`src/rtl/rom_arbiter_if.sv`:
```
// Request/response bundle between the fetch (I) and load (D) requesters and rom_arbiter.
// Handshake: a requester raises req with a stable byte address and holds both until it
// sees a one-cycle ack. rdata and err are valid in the ack cycle, and rdata then holds
// until that port's next ack.
interface rom_arbiter_if #(
  parameter int WIDTH = 32
);
  logic             i_req;
  logic [31:0]      i_addr;
  logic             i_ack;
  logic [WIDTH-1:0] i_rdata;
  logic             i_err;
  logic             d_req;
  logic [31:0]      d_addr;
  logic             d_ack;
  logic [WIDTH-1:0] d_rdata;
  logic             d_err;

  modport master (
    output i_req, i_addr, d_req, d_addr,
    input  i_ack, i_rdata, i_err, d_ack, d_rdata, d_err
  );

  modport slave (
    input  i_req, i_addr, d_req, d_addr,
    output i_ack, i_rdata, i_err, d_ack, d_rdata, d_err
  );
endinterface

```
`src/rtl/rom_arbiter.sv`:
```
// Two-port (fetch/load) arbiter and sequencer for an asynchronous-read instruction ROM.
// Define ROM_ARB_RR_EN for round-robin conflict resolution; otherwise fetch has fixed priority.
module rom_arbiter #(
  parameter int WIDTH      = 32,
  parameter int ADDR_WIDTH = 10
) (
  input  logic                  clk,
  input  logic                  rst_n,
  rom_arbiter_if.slave          bus,
  output logic [ADDR_WIDTH-1:0] rom_addr,
  input  logic [WIDTH-1:0]      rom_data,
  output logic                  busy,
  output logic [1:0]            dbg_state,
  output logic                  dbg_last_grant
);

  typedef enum logic [1:0] {
    IDLE = 2'd0,
    ADDR = 2'd1,
    DATA = 2'd2
  } state_t;

  localparam logic GNT_I = 1'b0;
  localparam logic GNT_D = 1'b1;

  state_t      state;
  logic        gnt_d;
  logic        err_pending;
  logic        last_grant;
  logic        pick_d;
  logic [31:0] sel_addr;
  logic        sel_err;

  always_comb begin
`ifdef ROM_ARB_RR_EN
    pick_d = bus.d_req && (!bus.i_req || (last_grant == GNT_I));
`else
    pick_d = bus.d_req && !bus.i_req;
`endif
    sel_addr = pick_d ? bus.d_addr : bus.i_addr;
    // Misaligned or beyond the ROM: still costs a full transaction, data is discarded.
    sel_err  = (sel_addr[1:0] != 2'b00) || (sel_addr[31:ADDR_WIDTH+2] != '0);
  end

  always_ff @(posedge clk or negedge rst_n) begin
    if (!rst_n) begin
      state       <= IDLE;
      gnt_d       <= GNT_I;
      err_pending <= 1'b0;
      last_grant  <= GNT_D;
      rom_addr    <= '0;
      bus.i_ack   <= 1'b0;
      bus.i_rdata <= '0;
      bus.i_err   <= 1'b0;
      bus.d_ack   <= 1'b0;
      bus.d_rdata <= '0;
      bus.d_err   <= 1'b0;
    end else begin
      bus.i_ack <= 1'b0;
      bus.d_ack <= 1'b0;
      case (state)
        IDLE: begin
          if (bus.i_req || bus.d_req) begin
            gnt_d       <= pick_d;
            last_grant  <= pick_d;
            rom_addr    <= sel_addr[ADDR_WIDTH+1:2];
            err_pending <= sel_err;
            state       <= ADDR;
          end
        end
        ADDR: state <= DATA;
        DATA: begin
          if (gnt_d) begin
            bus.d_rdata <= err_pending ? '0 : rom_data;
            bus.d_err   <= err_pending;
            bus.d_ack   <= 1'b1;
          end else begin
            bus.i_rdata <= err_pending ? '0 : rom_data;
            bus.i_err   <= err_pending;
            bus.i_ack   <= 1'b1;
          end
          state <= IDLE;
        end
        default: state <= IDLE;
      endcase
    end
  end

  assign busy           = (state != IDLE);
  assign dbg_state      = state;
  assign dbg_last_grant = last_grant;

endmodule

```
`src/flat_wrapper.sv`:
```
// flat-port wrapper written by rule: the top's interface ports become plain ports
module rom_arbiter_flat 
#(
  parameter int WIDTH      = 32,
  parameter int ADDR_WIDTH = 10
)
  (clk, rst_n, rom_addr, rom_data, busy, dbg_state, dbg_last_grant, bus_i_req, bus_i_addr, bus_d_req, bus_d_addr, bus_i_ack, bus_i_rdata, bus_i_err, bus_d_ack, bus_d_rdata, bus_d_err);
  rom_arbiter_if #(.WIDTH(WIDTH)) bus_i ();
  input  logic clk;
  input  logic rst_n;
  output logic [ADDR_WIDTH-1:0] rom_addr;
  input  logic [WIDTH-1:0] rom_data;
  output logic busy;
  output logic [1:0] dbg_state;
  output logic dbg_last_grant;
  input wire logic [$bits(bus_i.i_req)-1:0] bus_i_req;
  input wire logic [$bits(bus_i.i_addr)-1:0] bus_i_addr;
  input wire logic [$bits(bus_i.d_req)-1:0] bus_d_req;
  input wire logic [$bits(bus_i.d_addr)-1:0] bus_d_addr;
  output wire logic [$bits(bus_i.i_ack)-1:0] bus_i_ack;
  output wire logic [$bits(bus_i.i_rdata)-1:0] bus_i_rdata;
  output wire logic [$bits(bus_i.i_err)-1:0] bus_i_err;
  output wire logic [$bits(bus_i.d_ack)-1:0] bus_d_ack;
  output wire logic [$bits(bus_i.d_rdata)-1:0] bus_d_rdata;
  output wire logic [$bits(bus_i.d_err)-1:0] bus_d_err;
  assign bus_i.i_req = bus_i_req;
  assign bus_i.i_addr = bus_i_addr;
  assign bus_i.d_req = bus_d_req;
  assign bus_i.d_addr = bus_d_addr;
  assign bus_i_ack = bus_i.i_ack;
  assign bus_i_rdata = bus_i.i_rdata;
  assign bus_i_err = bus_i.i_err;
  assign bus_d_ack = bus_i.d_ack;
  assign bus_d_rdata = bus_i.d_rdata;
  assign bus_d_err = bus_i.d_err;
  rom_arbiter #(.WIDTH(WIDTH), .ADDR_WIDTH(ADDR_WIDTH)) u_core (.clk(clk), .rst_n(rst_n), .bus(bus_i), .rom_addr(rom_addr), .rom_data(rom_data), .busy(busy), .dbg_state(dbg_state), .dbg_last_grant(dbg_last_grant));
endmodule
```
`config.mk`:
```
export PLATFORM = sky130hd
export DESIGN_NAME = rom_arbiter_flat
export DESIGN_NICKNAME = d
export VERILOG_FILES = /design/src/rtl/rom_arbiter_if.sv /design/src/rtl/rom_arbiter.sv /design/src/flat_wrapper.sv
export SDC_FILE = /design/constraint.sdc
export NUM_CORES = 1
export LEC_CHECK = 0
export CAP_MARGIN = 20
export CORE_MARGIN = 2
export CORE_UTILIZATION = 39
export DETAILED_ROUTE_END_ITERATION = 10
export GPL_TIMING_DRIVEN = 0
export PLACE_DENSITY = 0.81
export SYNTH_ARGS = -nofsm -noshare
export SYNTH_HDL_FRONTEND = slang
export SYNTH_SLANG_ARGS = --single-unit
```
`constraint.sdc`:
```
create_clock -name clk -period 1.9 [get_ports clk]
set_input_delay 0.57 -clock clk [delete_from_list [all_inputs] [get_ports clk]]
set_output_delay 0.57 -clock clk [all_outputs]
set_load 0.005 [all_outputs]
```
==> results.md <==
- Worst R2R End: u_core.bus.i_rdata[3]
- Vias: 3144
- Crit-path slowest cell: or4_4
- IO Port Bufs: 181
- Share of layout cells above drive strength 1: 6.02%
- CTS Hold Bufs: 0
- F_max: roughly 540 MHz
- Crit. path cell count: 5
- YS warnings: 0
- Crit-path cells: dlygate4sd2_1, or4_4, or4_4, o22ai_2, a31oi_1
- Overflow after GRT: 0
- Register Area: approximately 2100 um2
- Placed insts: 622
- Antenna Violating Nets Remaining: 0
- R2R depth: 5
- CP max FO: 1
- Slew @ Worst Pin: about 0.46 ns
- Insertion delay to the later sink of the worst-skew pair: 0.34 ns
- P_leak: 0.00234 uW
- First-pass GRT wire length: around 15000 um
- Critical Path Max Stage Delay: 0.52 ns
- CTS Sinks: 83
- DR iter-0 viols: 124
- Post-CTS Repair Setup Buffers: 0
- Most used cell, CP: or4_4
- Max-cap violations: 0
- Sequential element share of the synthesized area: 62.6%
- Skew final: 0.00827 ns
- I/O Pins: 182
- DRC Markers: 0
- Worst Hold Class: in2async
- Cells after Synth: between 300 and 400
- Critical path data required time: 2.12 ns
- Peak VDD IR: 0.000583 V
- Worst Setup SP: bus_d_addr[21]
- TritonCTS clock tree: built
- Slew Viols, Final: 0
- Seq cells post-synth: 83
- DR vias/cell: 4.94
- Slew headroom: 69.4%
- RSZ-0062 raised after global routing: false
- Vias in the first global route: 3137
- Critical Path AT: 2.06 ns
- Clock buffer depth: 2
- Reg clk slew, reported paths: roughly 0.090 ns
- Pwr/cell area: ~1100 nW/um2
- Die area: between 9000 and 10000 um2
- H-tree levels: 3
- R2R Path Start: u_core.dbg_state[0]
- Top Family by Delay on Critical Path: simple AND/OR/NAND/NOR gates
- Filler instances: 650
- Largest net degree at the start of global routing: 54
- Initial antenna violation count: 0
- Die width: 96.3 um
- # rows: 33
- Most common cell after layout, fill and taps aside: clkdlybuf4s50_1
- Final Total Pwr: 6100 uW
- Final worst-path cycle share: 97.3%
- Main synth FF type: dfrtp_1
- Post-synth ARST share: 100%
- Fin. Hold Viols: 0
- Mean Syn Cell Area: 9.91 um2
- CTS Buf Count: 9
- Non-Filler Instances: 637
- Synth cell types: 19
- P&R area growth vs syn: 66.3%
- Fin crit period: 1.85 ns
- Crit path capture type: flip-flop
- Routability cong.: 0.880
- Initial Util: between 40% and 50%
- Most frequent cells in the layout: clkdlybuf4s50_1, nand2_1, dfrtp_1
- Final wirelength: between 9000 and 10000 um
- GRT Total Usage: 21.9%
- Area of the multi-input gates: 1170 um2
- Syn_nets: approximately 440
- Critical Path Source Type: input pin
- First-pass DRT Iterations: 4
- Fin worst setup slack: 0.0521 ns
- Critical path class: in2reg
- Fin Setup TNS: 0 ns
- Worst setup endpoint: u_core.err_pending
- Root buf cell: clkbuf_8
- Final hold slack: 0.156 ns
- Placement Setup Slack: -0.566 ns
- R2R Setup Slk: 0.14 ns
- HPWL Detailed: 7510 um
- Post-synth EDFFs: 0
- Core area: 8220 um2
- Die Ht: 96.3 um
- Fin nets: 627
- CP Buf/Inv Count: 1
- Ant diodes: 0
- Status: finished clean
- Setup violations, final: 0
- Post-Synthesis Cell Area: 3320 um2
- Routed length per instance: ~16 um
[sequential cells by signal (all words and copies together) (netlist names)]
signal                 flops
u_core.rom_addr           10
u_core.dbg_state           2
u_core.bus.d_ack           1
u_core.err_pending         1
u_core.gnt_d               1
u_core.dbg_last_grant      1
u_core.bus.d_err           1
u_core.bus.i_rdata        32
u_core.bus.i_err           1
u_core.bus.d_rdata        32
u_core.bus.i_ack           1
[final cells by class]
type | instances | share of cell area (%)
plain buffers | 20 | 1.56
clock buffers | 11 | 2.74
clock inverters | 5 | 1.11
inverters | 4 | 0.272
multi-input cells | 227 | 21.1
flip-flops and latches | 83 | 37.7
well taps | 105 | 2.38
repair buffers | 182 | 33.1
[metrics by stage]
stage,cell area (um2),util (%)
2_1_floorplan,3320,-
3_3_place_gp,5260,64.0
3_5_place_dp,5290,64.4
4_1_cts,5520,67.1
5_1_grt,5520,67.2
6_report,5520,67.2
[synthesized netlist by cell type, types with 2 or more instances]
| cell type | number | share of area [%] |
|---|---|---|
| nor2_1 | 3 | 0.34 |
| or4_1 | 2 | 0.45 |
| nand2_1 | 83 | 9.4 |
| inv_1 | 4 | 0.45 |
| nor4_1 | 9 | 1.7 |
| a21oi_1 | 4 | 0.60 |
| nand2b_1 | 33 | 6.2 |
| o21ai_0 | 76 | 11 |
| mux2i_1 | 10 | 3.0 |
| clkbuf_1 | 20 | 2.3 |
| nand3_1 | 2 | 0.30 |
| dfrtp_1 | 82 | 62 |
[metal layers]
metal	track usage [%]	vias to the layer above	part of all wire (%)
met5	0	-	0
met4	7.50	0	1.2
met3	4.39	10	6.4
met2	37.4	125	51
met1	27.7	1507	42
li1	-	1502	-
[worst min path at each step]
stage | from | endpoint | depth (start not counted)
finish | rst_n | u_core.bus.d_rdata[17] | 1
CTS | rst_n | u_core.bus.d_rdata[17] | 1
detailed placement | u_core.rom_addr[2] | u_core.rom_addr[2] | 2
floorplan | rst_n | u_core.bus.d_ack | 0
global placement | u_core.rom_addr[7] | u_core.rom_addr[7] | 2
global route | rst_n | u_core.bus.d_rdata[17] | 1
[kinds of logic after synthesis]
group                  synth area share (%)
AND/OR/NAND/NOR                        19.1
buffers and inverters                  2.86
multiplexers                           3.02
flip-flops                             62.6
AO/OA/AOI/OAI                          12.4
[where the power goes]
group / total [uW] / internal, uW / switching (uW)
Clock: 1320 / 684 / 632
Sequential: 2580 / 2270 / 303
Combinational: 2210 / 1240 / 964
Total: 6100 / 4200 / 1900
[repair_timing]
item                                    CTS  global route
pin swaps                                 5             3
resized for setup                        15            16
endpoints found under the setup margin    3            38
Note: power is estimated with default switching activity, not from simulation.
